File: src/rtl/logic_ex_stage.sv
// logic_ex_stage: two-entry execute stage feeding a 32-bit bitwise logic bank and holding the result for writeback.
//   Inputs : clk, reset (sync, active-high), flush, in_valid/in_op/in_a/in_b/in_tag from issue,
//            and_res/or_res/xor_res/xnor_res/nor_res from the combinational logic bank, out_ready from writeback.
//   Outputs: in_ready to issue, lu_a/lu_b to the logic bank,
//            out_valid/out_result/out_tag/out_err (and out_zero) to writeback.
//   Optional: define LOGIC_EX_ZERO_FLAG_EN to add the out_zero result flag.
module logic_ex_stage #(
    parameter int WIDTH = 32,
    parameter int TAG_W = 5
) (
    input  logic             clk,
    input  logic             reset,
    input  logic             flush,
    input  logic             in_valid,
    output logic             in_ready,
    input  logic [2:0]       in_op,
    input  logic [WIDTH-1:0] in_a,
    input  logic [WIDTH-1:0] in_b,
    input  logic [TAG_W-1:0] in_tag,
    output logic [WIDTH-1:0] lu_a,
    output logic [WIDTH-1:0] lu_b,
    input  logic [WIDTH-1:0] and_res,
    input  logic [WIDTH-1:0] or_res,
    input  logic [WIDTH-1:0] xor_res,
    input  logic [WIDTH-1:0] xnor_res,
    input  logic [WIDTH-1:0] nor_res,
    output logic             out_valid,
    input  logic             out_ready,
    output logic [WIDTH-1:0] out_result,
    output logic [TAG_W-1:0] out_tag,
    output logic             out_err
`ifdef LOGIC_EX_ZERO_FLAG_EN
   ,output logic             out_zero
`endif
);
    logic             s1_valid_q, s1_valid_d, s2_valid_q, s2_valid_d;
    logic [2:0]       op_q;
    logic [WIDTH-1:0] a_q, b_q, res_q, res_d;
    logic [TAG_W-1:0] s1_tag_q, tag_q;
    logic             err_q, err_d, s1_adv, accept;
`ifdef LOGIC_EX_ZERO_FLAG_EN
    logic             zero_q;
    assign out_zero = zero_q;
`endif
    assign s1_adv     = s1_valid_q && (!s2_valid_q || out_ready);
    assign in_ready   = !s1_valid_q || s1_adv;
    assign accept     = in_valid && in_ready;
    assign lu_a       = a_q;
    assign lu_b       = b_q;
    assign out_valid  = s2_valid_q;
    assign out_result = res_q;
    assign out_tag    = tag_q;
    assign out_err    = err_q;
    always_comb begin
        res_d = op_q == 3'd0 ? and_res  :
                op_q == 3'd1 ? or_res   :
                op_q == 3'd2 ? xor_res  :
                op_q == 3'd3 ? xnor_res :
                op_q == 3'd4 ? nor_res  :
                op_q == 3'd5 ? a_q      :
                op_q == 3'd6 ? {b_q[15:0], {(WIDTH-16){1'b0}}} : '0;
        err_d = op_q == 3'd7;
        // flush outranks everything; a new accept keeps S1 full even while it advances
        s1_valid_d = flush ? 1'b0 : accept ? 1'b1 : s1_adv ? 1'b0 : s1_valid_q;
        s2_valid_d = flush ? 1'b0 : s1_adv ? 1'b1 : out_ready ? 1'b0 : s2_valid_q;
    end
    always_ff @(posedge clk) begin
        if (reset) begin
            s1_valid_q <= 1'b0;
            s2_valid_q <= 1'b0;
            a_q        <= '0;
            b_q        <= '0;
            res_q      <= '0;
            tag_q      <= '0;
            err_q      <= 1'b0;
`ifdef LOGIC_EX_ZERO_FLAG_EN
            zero_q     <= 1'b0;
`endif
        end else begin
            s1_valid_q <= s1_valid_d;
            s2_valid_q <= s2_valid_d;
            if (accept) begin
                op_q     <= in_op;
                a_q      <= in_a;
                b_q      <= in_b;
                s1_tag_q <= in_tag;
            end
            if (s1_adv) begin
                res_q <= res_d;
                tag_q <= s1_tag_q;
                err_q <= err_d;
`ifdef LOGIC_EX_ZERO_FLAG_EN
                zero_q <= res_d == '0;
`endif
            end
        end
    end
endmodule

File: config.mk
export PLATFORM = sky130hd
export DESIGN_NAME = logic_ex_stage
export DESIGN_NICKNAME = d
export VERILOG_FILES = /design/src/rtl/logic_ex_stage.sv
export SDC_FILE = /design/constraint.sdc
export NUM_CORES = 1
export LEC_CHECK = 0
export ABC_AREA = 1
export ABC_CLOCK_PERIOD_IN_PS = 4000
export CAP_MARGIN = 25
export CORE_AREA = 2 2 132 134
export DETAILED_ROUTE_END_ITERATION = 10
export DIE_AREA = 0 0 134 136
export HOLD_SLACK_MARGIN = 0.12
export PLACE_DENSITY = 0.74
export SLEW_MARGIN = 20
export SYNTH_ARGS = -nofsm -noshare
export SYNTH_HDL_FRONTEND = slang
export SYNTH_SLANG_ARGS = --single-unit
export TNS_END_PERCENT = 5
File: constraint.sdc
create_clock -name clk -period 4 [get_ports clk]
set_clock_uncertainty 0.15 [all_clocks]
set_input_delay 0.8 -clock clk [delete_from_list [all_inputs] [get_ports clk]]
set_output_delay 0.8 -clock clk [all_outputs]
set_load 0.01 [all_outputs]
* After elaboration in Yosys (flattened, before gate mapping)
Index checks and enable logic that the tools add are counted.
W data, S select, Z words.
** Word-level totals
- Register bits :: 112
- Bits in latches :: 0
- Memory bits (writable) :: 0
- ROM bits :: 0
- Logic and storage cells :: 39
- Memories :: 0
** Operators by class
- Add/sub/neg operators :: 0
- Multipliers :: 0
- Divide/modulo/power cells :: 0
- $lt $le $gt $ge :: 0
- Equality and inequality tests :: 7
- Shift-type cells :: 0
- Muxes and demuxes :: 11
- Bitwise operators :: 1
- Reduce and logical (&&, ||, !) cells :: 11
** Operators by type and width (number)
- $mux W32 :: 7
- $eq A3 B3 Y1 const B :: 4
- $eq A3 B2 Y1 const B :: 2
- $mux W1 :: 4
- $reduce_bool A2 Y1 :: 2
- $eq A3 B1 Y1 const B :: 1
- $logic_not A3 Y1 :: 1
- $logic_and A1 B1 Y1 :: 2
- $logic_not A1 Y1 :: 2
- $logic_or A1 B1 Y1 :: 2
- $reduce_and A2 Y1 :: 1
- $reduce_or A2 Y1 :: 1
- $not A1 Y1 :: 1

* Depth between registers and ports, before layout
Gate-level depths: netlist (run 1).
- Depth after elaboration :: 8
- Depth in mapped cells :: 9
- Gate-level depth less buffers :: 7

* Worst setup path after synthesis (run 1)
OpenSTA, ideal clock, no wires.
- Kind :: input to register
- Start point :: in out_ready
- End point :: reg op_q[0] (enable)
- Arrival :: 1805 ps
- Setup slack :: 1675 ps
- Cell stages on the path :: 6
- Path buffers :: 2
- Path through :: inv_1 > nand3_1 > nand2_1 > buf_2 > clkbuf_1 > nor2_1
** Between the ends
- Longest elaborated chain between the ends :: 5
** Ends and longest elaborated chain
- start, declared :: RTL line 28 : input logic out_ready,
- $logic_or A1 B1 Y1 :: RTL line 45 : assign s1_adv = s1_valid_q && (!s2_valid_q || out_ready);
- $logic_and A1 B1 Y1 :: RTL line 45
- $logic_or A1 B1 Y1 :: RTL line 46 : assign in_ready = !s1_valid_q || s1_adv;
- net in_ready :: RTL line 15 : output logic in_ready,
- $logic_and A1 B1 Y1 :: RTL line 47 : assign accept = in_valid && in_ready;
- $reduce_and A2 Y1 (no source line)
- end signal, assigned :: RTL line 83 : op_q <= in_op;
- end, declared :: RTL line 37 : logic [2:0] op_q;
The timed path passes the listed nets, and every way through them passes these cells.
A chain may end at the register's enable or synchronous reset.

* Worst setup path after layout (run 1)
- Start point :: in out_ready
- End point :: out in_ready
** Between the ends
- Longest elaborated chain between the ends :: 3
** Ends and longest elaborated chain (RTL line)
- $logic_or A1 B1 Y1 :: 45
- $logic_and A1 B1 Y1 :: 45
- $logic_or A1 B1 Y1 :: 46
- end, declared :: 15
No other way between the ends.

==> summary.md, run 1 <==
| Metric | Value |
|---|---|
| Final setup fails | 0 |
| Post-synthesis cell count | 858 |
| Worst path bufs/invs | 3 |
| Register area share after synthesis | 0.410 |
| Area of the multi-input gates | 2760 µm² |
| Met2 Use GR | 0.385 |
| WL/cell | 16.6 µm |
| Post-DR vias/cell | 4.92 |
| Synth-to-Final Area Change | 67.4% |
| Nets@finish | 1394 |
| Commonest cells after routing, fill and taps aside | clkdlybuf4s50_1 (340), nor2_1 (174), nand2_1 (130) |
| Most Frequent Cell on Critical Path | clkdlybuf4s50_1 |
| YS warnings | 0 |
| Die area | 18200 µm² |
| Crit share post-route | 0.746 |
| Met1 global-route usage | 0.325 |
| Tot Pwr | 2.86 mW |
| CP cell instances | clkdlybuf4s50_1 > inv_1 > nand3_1 > clkdlybuf4s50_1 |
| CP max stage delay | 0.56 ns |
| Critical Path Stages | 4 |
| Distinct cells, synth | 22 |
| Initial Util | 0.336 |
| Final ANT Viol Nets | 0 |
| Fmax | 0.335 GHz |
| Post-CTS Hold Buffers | 0 |
| Cell family with most CP delay | buffers and inverters |
| Clock buffer count from CTS | 9 |
| First-pass GRT wire length | 34100 µm |
| Flops & latches, synth | 112 |
| Std-Cell Core Area | 16900 µm² |
| Mapped Nets | 1095 |
| Max-cap violations | 0 |
| Slowest-stage cell, CP | clkdlybuf4s50_1 |
| Clock-pin slew on the worst setup and hold paths | 0.08 ns |
| R2R cell count | 7 |
| Row count | 48 |
| Post-DP HPWL | 16900 µm |
| CTS resizes | 0 |
| Residual DRC count | 0 |
| Crit start category | primary input |
| Layout cells sized above 1 | 0.0344 |
| Fin. max-slew vios | 0 |
| CP max FO | 3 |
| Slew headroom | 0.360 |
| Count of final hold-check violations | 0 |
| CTS tree | done |
| Die Y | 136 µm |
| Commonest non-fill, non-tap cell in the layout | clkdlybuf4s50_1 |
| RSZ-0062 raised after global routing | no |
| PD cells | 301 nW/µm² |
| Worst EP required | 3.05 ns |
| Largest net degree at the start of global routing | 83 |
| Ys async rst share | 0 |
| Worst setup EP type | primary output |
| Vias in the first global route | 6214 |
| Die span in x | 134 µm |
| Via count | 6819 |
| Drt pass-1 iters | 4 |
| Diodes inserted | 0 |
| Post-synth EDFFs | 8 |
| Final Wtd Congestion | 0.867 |
| Drt total wl | 23100 µm |
| Slew @ Worst Pin | 0.961 ns |
| Final TNS setup | 0 ns |
| Main synth FF type | dfxtp_1 |
| Port bufs | 340 |
| Worst vdd rail ir drop | 278 µV |
| 1st-iter DRT viols | 408 |
| Clock Root Buffer | clkbuf_16 |
| H-tree depth | 3 |
| Outcome | completed |
| Pleak | 3.92 nW |
| GRT Max-Usage Layer | met2 |
| IO Pins | 341 |
| Hold path cells | 2 |
| Min-Delay Path Class | reg -> reg |
| CTS Sinks | 112 |
| GR Layer Usage met3 | 0.0507 |
| Storage cell area | 2320 µm² |
| Layout fillers | 1659 |
| Min Tclk post-route | 2.99 ns |
| Critical Path AT | 2.04 ns |
| GRT Util Overall | 0.242 |
| Total congestion overflow | 0 |
| Mapped Avg Cell Area | 6.61 µm² |
| Clock tree buffer depth | 2 |
| Clk_lat worst skew | 0.36 ns |
| Initial antenna violation count | 0 |
| WS Path Type | in -> out |
| Synthesized area | 5670 µm² |
| Postcts setup bufs | 0 |
-- final timing paths --
check	startpoint	end	slack, ns
worst min register to register	out_err$_SDFFE_PP0P_	out_err$_SDFFE_PP0P_	0.31
worst max-delay path	out_ready	in_ready	1.01
worst max register to register	op_q[1]$_DFFE_PP_	out_result[28]$_SDFFE_PP0P_	1.19
worst min-delay path	out_err$_SDFFE_PP0P_	out_err$_SDFFE_PP0P_	0.31
-- routing by layer --
metal / vias up / routed length (µm)
met5: - / 0
met4: 0 / 728
met3: 45 / 1520
met2: 262 / 10800
met1: 3109 / 10000
li1: 3403 / -
-- cell type report --
class	count	area share
clock inverters	7	0.00739
repair buffers	350	0.368
well taps	225	0.0297
inverters	90	0.0356
flip-flops and latches	112	0.245
multi-input cells	594	0.291
clock buffers	9	0.0237
-- state kept, by name (all words and copies together) (netlist names) --
| signal | flops |
|---|---|
| lu_a | 32 |
| lu_b | 32 |
| out_result | 32 |
| out_tag | 5 |
| s1_tag_q | 5 |
| op_q | 3 |
| out_err | 1 |
| out_valid | 1 |
| s1_valid_q | 1 |
-- metrics by stage --
stage,worst slack (ns),utilization,hold slack (ns),instance area (µm²),std cells
2_1_floorplan,1.68,-,0.297,5670,858
3_3_place_gp,1.01,0.545,0.302,9190,1371
3_5_place_dp,1.02,0.545,0.305,9190,1371
4_1_cts,1.01,0.562,0.318,9490,1387
5_1_grt,0.944,0.562,0.329,9490,1387
6_report,1.01,0.562,0.315,9490,1387
-- worst min-delay path: cells and delay by family, from the launching register on --
kind | cells | cell delay, ns
and+or+nand+nor | 1 | 0.06
DFF | 1 | 0.32
AOI/OAI and AO/OA | 1 | 0.05
-- where the power goes --
part | leakage [nW] | switching [mW] | total, mW | internal (mW)
clock network | 0.147 | 0.478 | 0.922 | 0.444
registers | 0.932 | 0.0480 | 1.24 | 1.19
logic | 2.84 | 0.306 | 0.692 | 0.386
total | 3.92 | 0.832 | 2.86 | 2.02
-- cells in the mapped netlist, types with 2 or more instances --
cell      number  area share
nor2_1       174        0.12
nand2_1      131       0.087
dfxtp_1      104        0.37
inv_1         84       0.056
o21ai_0       79       0.070
a21oi_1       67       0.059
nand4_1       48       0.053
o21ai_1       38       0.034
clkbuf_1      36       0.024
nand3_1       36       0.032
buf_2         15       0.013
o211ai_1      15       0.020
edfxtp_1       8       0.042
buf_1          7      0.0046
inv_2          6      0.0040
buf_4          3      0.0040
nand3_4        2      0.0062
-- logic make-up (layout without fill, tap and decap cells) --
| group | count (synthesis) | count (layout) | synth area share |
|---|---|---|---|
| flops | 112 | 112 | 0.410 |
| simple gates | 395 | 395 | 0.301 |
| buf+inv | 152 | 456 | 0.107 |
| compound gates | 199 | 199 | 0.182 |
No activity file was read; power rests on OpenSTA's default activity.
==> run 2: changes to the inputs <==
--- a/config.mk
+++ b/config.mk
@@ -6,13 +6,13 @@
 export NUM_CORES = 1
 export LEC_CHECK = 0
 export ABC_AREA = 1
-export ABC_CLOCK_PERIOD_IN_PS = 4000
+export ABC_CLOCK_PERIOD_IN_PS = 2950
 export CAP_MARGIN = 25
-export CORE_AREA = 2 2 132 134
+export CORE_AREA = 2 2 133 135
 export DETAILED_ROUTE_END_ITERATION = 10
-export DIE_AREA = 0 0 134 136
+export DIE_AREA = 0 0 135 137
 export HOLD_SLACK_MARGIN = 0.12
-export PLACE_DENSITY = 0.74
+export PLACE_DENSITY = 0.73
 export SLEW_MARGIN = 20
 export SYNTH_ARGS = -nofsm -noshare
 export SYNTH_HDL_FRONTEND = slang
==> constraint.sdc (replaced) <==
create_clock -name clk -period 2.95 [get_ports clk]
set_clock_uncertainty 0.15 [all_clocks]
set_input_delay 0.59 -clock clk [delete_from_list [all_inputs] [get_ports clk]]
set_output_delay 0.59 -clock clk [all_outputs]
set_load 0.01 [all_outputs]
==> summary.md, run 2 (synthesis gave the netlist of run 1 again) <==
| Metric | Value |
|---|---|
| Non-filler cells, final | 1394 |
| Met2 Use GR | 0.374 |
| Worst setup EP type | primary output |
| Final TNS setup | 0 ns |
| CP max FO | 3 |
| Hold path cells | 2 |
| Port bufs | 340 |
| PD cells | 403 nW/µm² |
| Clock Root Buffer | clkbuf_16 |
| Diodes inserted | 0 |
| Hold path start | out_result[19]$_SDFFE_PP0P_ |
| Storage cell area | 2320 µm² |
| Worst r2r dst | out_result[7]$_SDFFE_PP0P_ |
| Slew headroom | 0.501 |
| Clk_lat worst skew | 0.35 ns |
| Fmax | 0.391 GHz |
| Crit start category | primary input |
| Fin. max-slew vios | 0 |
| Worst vdd rail ir drop | 276 µV |
| Postcts setup bufs | 0 |
| Max-cap violations | 0 |
| Largest net degree at the start of global routing | 45 |
| Placed Cells incl. Taps | 1378 |
| GRT Util Overall | 0.239 |
| Total congestion overflow | 0 |
| Pre-CTS setup slack | 0.397 ns |
| Final worst slack | 0.389 ns |
| Commonest cells after routing, fill and taps aside | clkdlybuf4s50_1 (340), nor2_1 (174), nand2_1 (130) |
| Pleak | 3.94 nW |
| GR Layer Usage met3 | 0.0433 |
| Critical Path AT | 1.82 ns |
| Worst R2R Setup Slack | 0.64 ns |
| Post-DP HPWL | 17600 µm |
| Slew @ Worst Pin | 0.747 ns |
| CTS tree | done |
| Layout cells sized above 1 | 0.0393 |
| Clock tree buffer depth | 2 |
| Via count | 6789 |
| Tot Pwr | 3.84 mW |
| Layout fillers | 1642 |
| Nets@finish | 1401 |
| Worst reg2reg startpoint | op_q[0]$_DFFE_PP_ |
| Synth-to-Final Area Change | 68.3% |
| Worst Hold Path EP | out_result[19]$_SDFFE_PP0P_ |
| Final Wtd Congestion | 0.913 |
| Met1 global-route usage | 0.332 |
| Residual DRC count | 0 |
| Die span in x | 135 µm |
| Crit share post-route | 0.868 |
| Die Y | 137 µm |
| Clock buffer count from CTS | 9 |
| Post-DR vias/cell | 4.87 |
| 1st-iter DRT viols | 496 |
| Area of the multi-input gates | 2760 µm² |
| First-pass GRT wire length | 33900 µm |
| Final ANT Viol Nets | 0 |
| Final setup fails | 0 |
| GRT Max-Usage Layer | met2 |
| WS Path Type | in -> out |
| Vias in the first global route | 6109 |
| CTS Sinks | 112 |
| Initial antenna violation count | 0 |
| Min Tclk post-route | 2.56 ns |
| R2R cell count | 6 |
| Commonest non-fill, non-tap cell in the layout | clkdlybuf4s50_1 |
| H-tree depth | 3 |
| Die area | 18500 µm² |
| Drt pass-1 iters | 5 |
| Initial Util | 0.332 |
| IO Pins | 341 |
| Outcome | completed |
| WL/cell | 16.7 µm |
| Min-Delay Path Class | reg -> reg |
| Worst EP required | 2.21 ns |
| Row count | 48 |
| RSZ-0062 raised after global routing | no |
| Std-Cell Core Area | 17100 µm² |
| Drt total wl | 23300 µm |
| Count of final hold-check violations | 0 |
| CTS resizes | 0 |
| Post-CTS Hold Buffers | 0 |
| Clock-pin slew on the worst setup and hold paths | 0.08 ns |
==> run 2: cell count changes in the layout (fill, tap and decap cells not counted) <==
cell	delta
clkinvlp_4	+1
inv_6	-3
buf_12	+1
clkinv_8	-1
clkbuf_1	+1
clkinv_4	+2
buf_4	+6
==> run 2: cell type report <==
cell class / instances / area share
Timing Repair Buffer: 357 / 0.373
Multi-Input combinational cell: 594 / 0.289
Sequential cell: 112 / 0.244
Inverter: 90 / 0.0354
Tap cell: 225 / 0.0295
Clock buffer: 10 / 0.0240
Clock inverter: 6 / 0.00551
==> run 2: per-layer routing <==
metal | vias up | routed length [µm]
li1 | 3414 | -
met1 | 3079 | 10300
met2 | 252 | 10800
met3 | 44 | 1640
met4 | 0 | 562
met5 | - | 0
==> run 2: worst max path at each step <==
stage	startpoint	endpoint	slack, ns
after global placement	out_ready	in_ready	0.39
final	out_ready	in_ready	0.39
after CTS	out_ready	in_ready	0.39
after detailed placement	out_ready	in_ready	0.40
after floorplan	out_ready	op_q[0]$_DFFE_PP_	0.84
after global routing	out_ready	in_ready	0.32
==> run 2: critical path, cell delays in order <==
cell	delay, ns
clkdlybuf4s50_1	0.45
inv_1	0.08
nand3_1	0.14
clkdlybuf4s50_1	0.56
==> run 2: where the power goes <==
group,leakage (nW),switching (mW),total [mW],internal [mW]
clock network,0.136,0.621,1.21,0.589
registers,0.932,0.0614,1.68,1.62
logic,2.87,0.421,0.952,0.531
==> run 2: per-stage QoR <==
stage | hold WS (ns) | util | cell area, µm²
after floorplan | 0.297 | - | 5670
after global placement | 0.301 | 0.543 | 9260
after detailed placement | 0.305 | 0.543 | 9260
after CTS | 0.317 | 0.559 | 9540
after global routing | 0.331 | 0.559 | 9540
final | 0.313 | 0.559 | 9540
==> run 3: changes to the inputs <==
--- a/config.mk
+++ b/config.mk
@@ -13,6 +13,7 @@
 export DIE_AREA = 0 0 135 137
 export HOLD_SLACK_MARGIN = 0.12
 export PLACE_DENSITY = 0.73
+export REMOVE_ABC_BUFFERS = 1
 export SLEW_MARGIN = 20
 export SYNTH_ARGS = -nofsm -noshare
 export SYNTH_HDL_FRONTEND = slang
==> summary.md, run 3 (synthesis gave the netlist of run 1 again) <==
| Metric | Value |
|---|---|
| Commonest non-fill, non-tap cell in the layout | clkdlybuf4s50_1 |
| Clock tree buffer depth | 2 |
| Max-cap violations | 0 |
| CTS Sinks | 112 |
| Crit start category | primary input |
| Via count | 6955 |
| Vias in the first global route | 6655 |
| Row count | 48 |
| Layout cells sized above 1 | 0.0460 |
| Final worst slack | 0.393 ns |
| Critical Path AT | 1.82 ns |
| Comb pwr share | 0.246 |
| Commonest cells after routing, fill and taps aside | clkdlybuf4s50_1 (339), nor2_1 (174), nand2_1 (129) |
| Final Wtd Congestion | 0.874 |
| Die span in x | 135 µm |
| Crit share post-route | 0.867 |
| Worst path bufs/invs | 3 |
| Slew headroom | 0.435 |
| Seq pwr share | 0.426 |
| Fin. max-slew vios | 0 |
| Final ANT Viol Nets | 0 |
| Worst setup EP type | primary output |
| Internal power | 2.82 mW |
| CTS tree | done |
| GRT Util Overall | 0.258 |
| Postcts setup bufs | 0 |
| WL/cell | 17.7 µm |
| Nets@finish | 1405 |
| Port bufs | 340 |
| Worst vdd rail ir drop | 256 µV |
| Min-Delay Path Class | reg -> reg |
| Clock buffer count from CTS | 9 |
| Clk_lat worst skew | 0.36 ns |
| Post-CTS Hold Buffers | 0 |
| Std-Cell Core Area | 17100 µm² |
| Pleak | 3.97 nW |
| Layout fillers | 1686 |
| Clk network pwr share | 0.328 |
| Outcome | completed |
| CTS resizes | 0 |
| Count of final hold-check violations | 0 |
| Largest net degree at the start of global routing | 43 |
| Storage cell area | 2320 µm² |
| CP cell instances | clkdlybuf4s50_1 > inv_1 > nand3_1 > clkdlybuf4s50_1 |
| Synth-to-Final Area Change | 68.9% |
| Pre-CTS setup slack | 0.399 ns |
| Total congestion overflow | 0 |
| Worst EP required | 2.21 ns |
| Initial Util | 0.332 |
| Fmax | 0.391 GHz |
| Initial antenna violation count | 1 |
| Drt total wl | 24700 µm |
| Slowest-stage cell, CP | clkdlybuf4s50_1 |
| Clock Root Buffer | clkbuf_16 |
| WS Path Type | in -> out |
| Die Y | 137 µm |
| 1st-iter DRT viols | 444 |
| Area of the multi-input gates | 2760 µm² |
| IO Pins | 341 |
| Clock-pin slew on the worst setup and hold paths | 0.08 ns |
| Drt pass-1 iters | 5 |
| Slew @ Worst Pin | 0.845 ns |
| H-tree depth | 3 |
| Die area | 18500 µm² |
| CP max stage delay | 0.56 ns |
| Switch share | 0.284 |
| Hold Worst Slack | 0.315 ns |
| Post-DP HPWL | 17800 µm |
| Worst R2R Setup Slack | 0.43 ns |
| Final setup fails | 0 |
| Switching pwr | 1.12 mW |
| Cell family with most CP delay | buffers and inverters |
| CP max FO | 3 |
| Post-DR vias/cell | 4.97 |
| Min Tclk post-route | 2.56 ns |
| RSZ-0062 raised after global routing | no |
| Residual DRC count | 0 |
| First-pass GRT wire length | 36600 µm |
| Most Frequent Cell on Critical Path | clkdlybuf4s50_1 |
| PD cells | 411 nW/µm² |
| Tot Pwr | 3.94 mW |
## run 3: changes by cell type in the layout (fill, tap and decap cells not counted), moves of 2 or more
cell,delta
clkinv_4,-2
buf_4,+5
inv_6,+2
inv_2,+2
## run 3: tightest hold or removal path: cells and delay by family (launching register included)
family | cells | cell delay, ns
flip-flops | 1 | 0.31
AND/OR/NAND/NOR | 1 | 0.06
AO/OA/AOI/OAI | 1 | 0.05
## run 3: path summary, 6_finish.rpt
kind	to	depth (start not counted)	start
worst max-delay path	in_ready	4	out_ready
worst min-delay path	out_err$_SDFFE_PP0P_	2	out_err$_SDFFE_PP0P_
worst max register to register	out_result[8]$_SDFFE_PP0P_	6	op_q[0]$_DFFE_PP_
worst min register to register	out_err$_SDFFE_PP0P_	2	out_err$_SDFFE_PP0P_
## run 3: final cells by class
cell class                      instances  share of cell area
Inverter                               90              0.0353
Tap cell                              225              0.0294
Timing Repair Buffer                  361               0.373
Clock inverter                          7             0.00797
Multi-Input combinational cell        594               0.288
Antenna cell                            1            0.000261
Clock buffer                            9              0.0235
Sequential cell                       112               0.243
## run 3: power groups by stage
stage                     registers [mW]  logic, mW  clock network (mW)
after floorplan                     1.76      0.278                   0
after CTS                           1.68      0.970                1.32
final                               1.68      0.967                1.29
after global placement              1.71      0.956                   0
after global routing                1.69       1.05                1.36
after detailed placement            1.71      0.965                   0
## run 3: per-stage QoR
step                      TNS (ns)  cells  cell area, µm²  utilization
after floorplan             -19.51    796            5400            -
after global placement           0   1382            9270        0.544
after detailed placement         0   1382            9270        0.544
after CTS                        0   1398            9570        0.561
after global routing             0   1399            9570        0.561
final                            0   1399            9570        0.561
## run 3: layer usage
metal / vias to the layer above / track usage / part of all wire
li1: 3430 / - / -
met1: 3154 / 0.313 / 0.40
met4: 0 / 0.121 / 0.040
met5: - / 0 / 0
met2: 306 / 0.435 / 0.48
met3: 65 / 0.0585 / 0.082
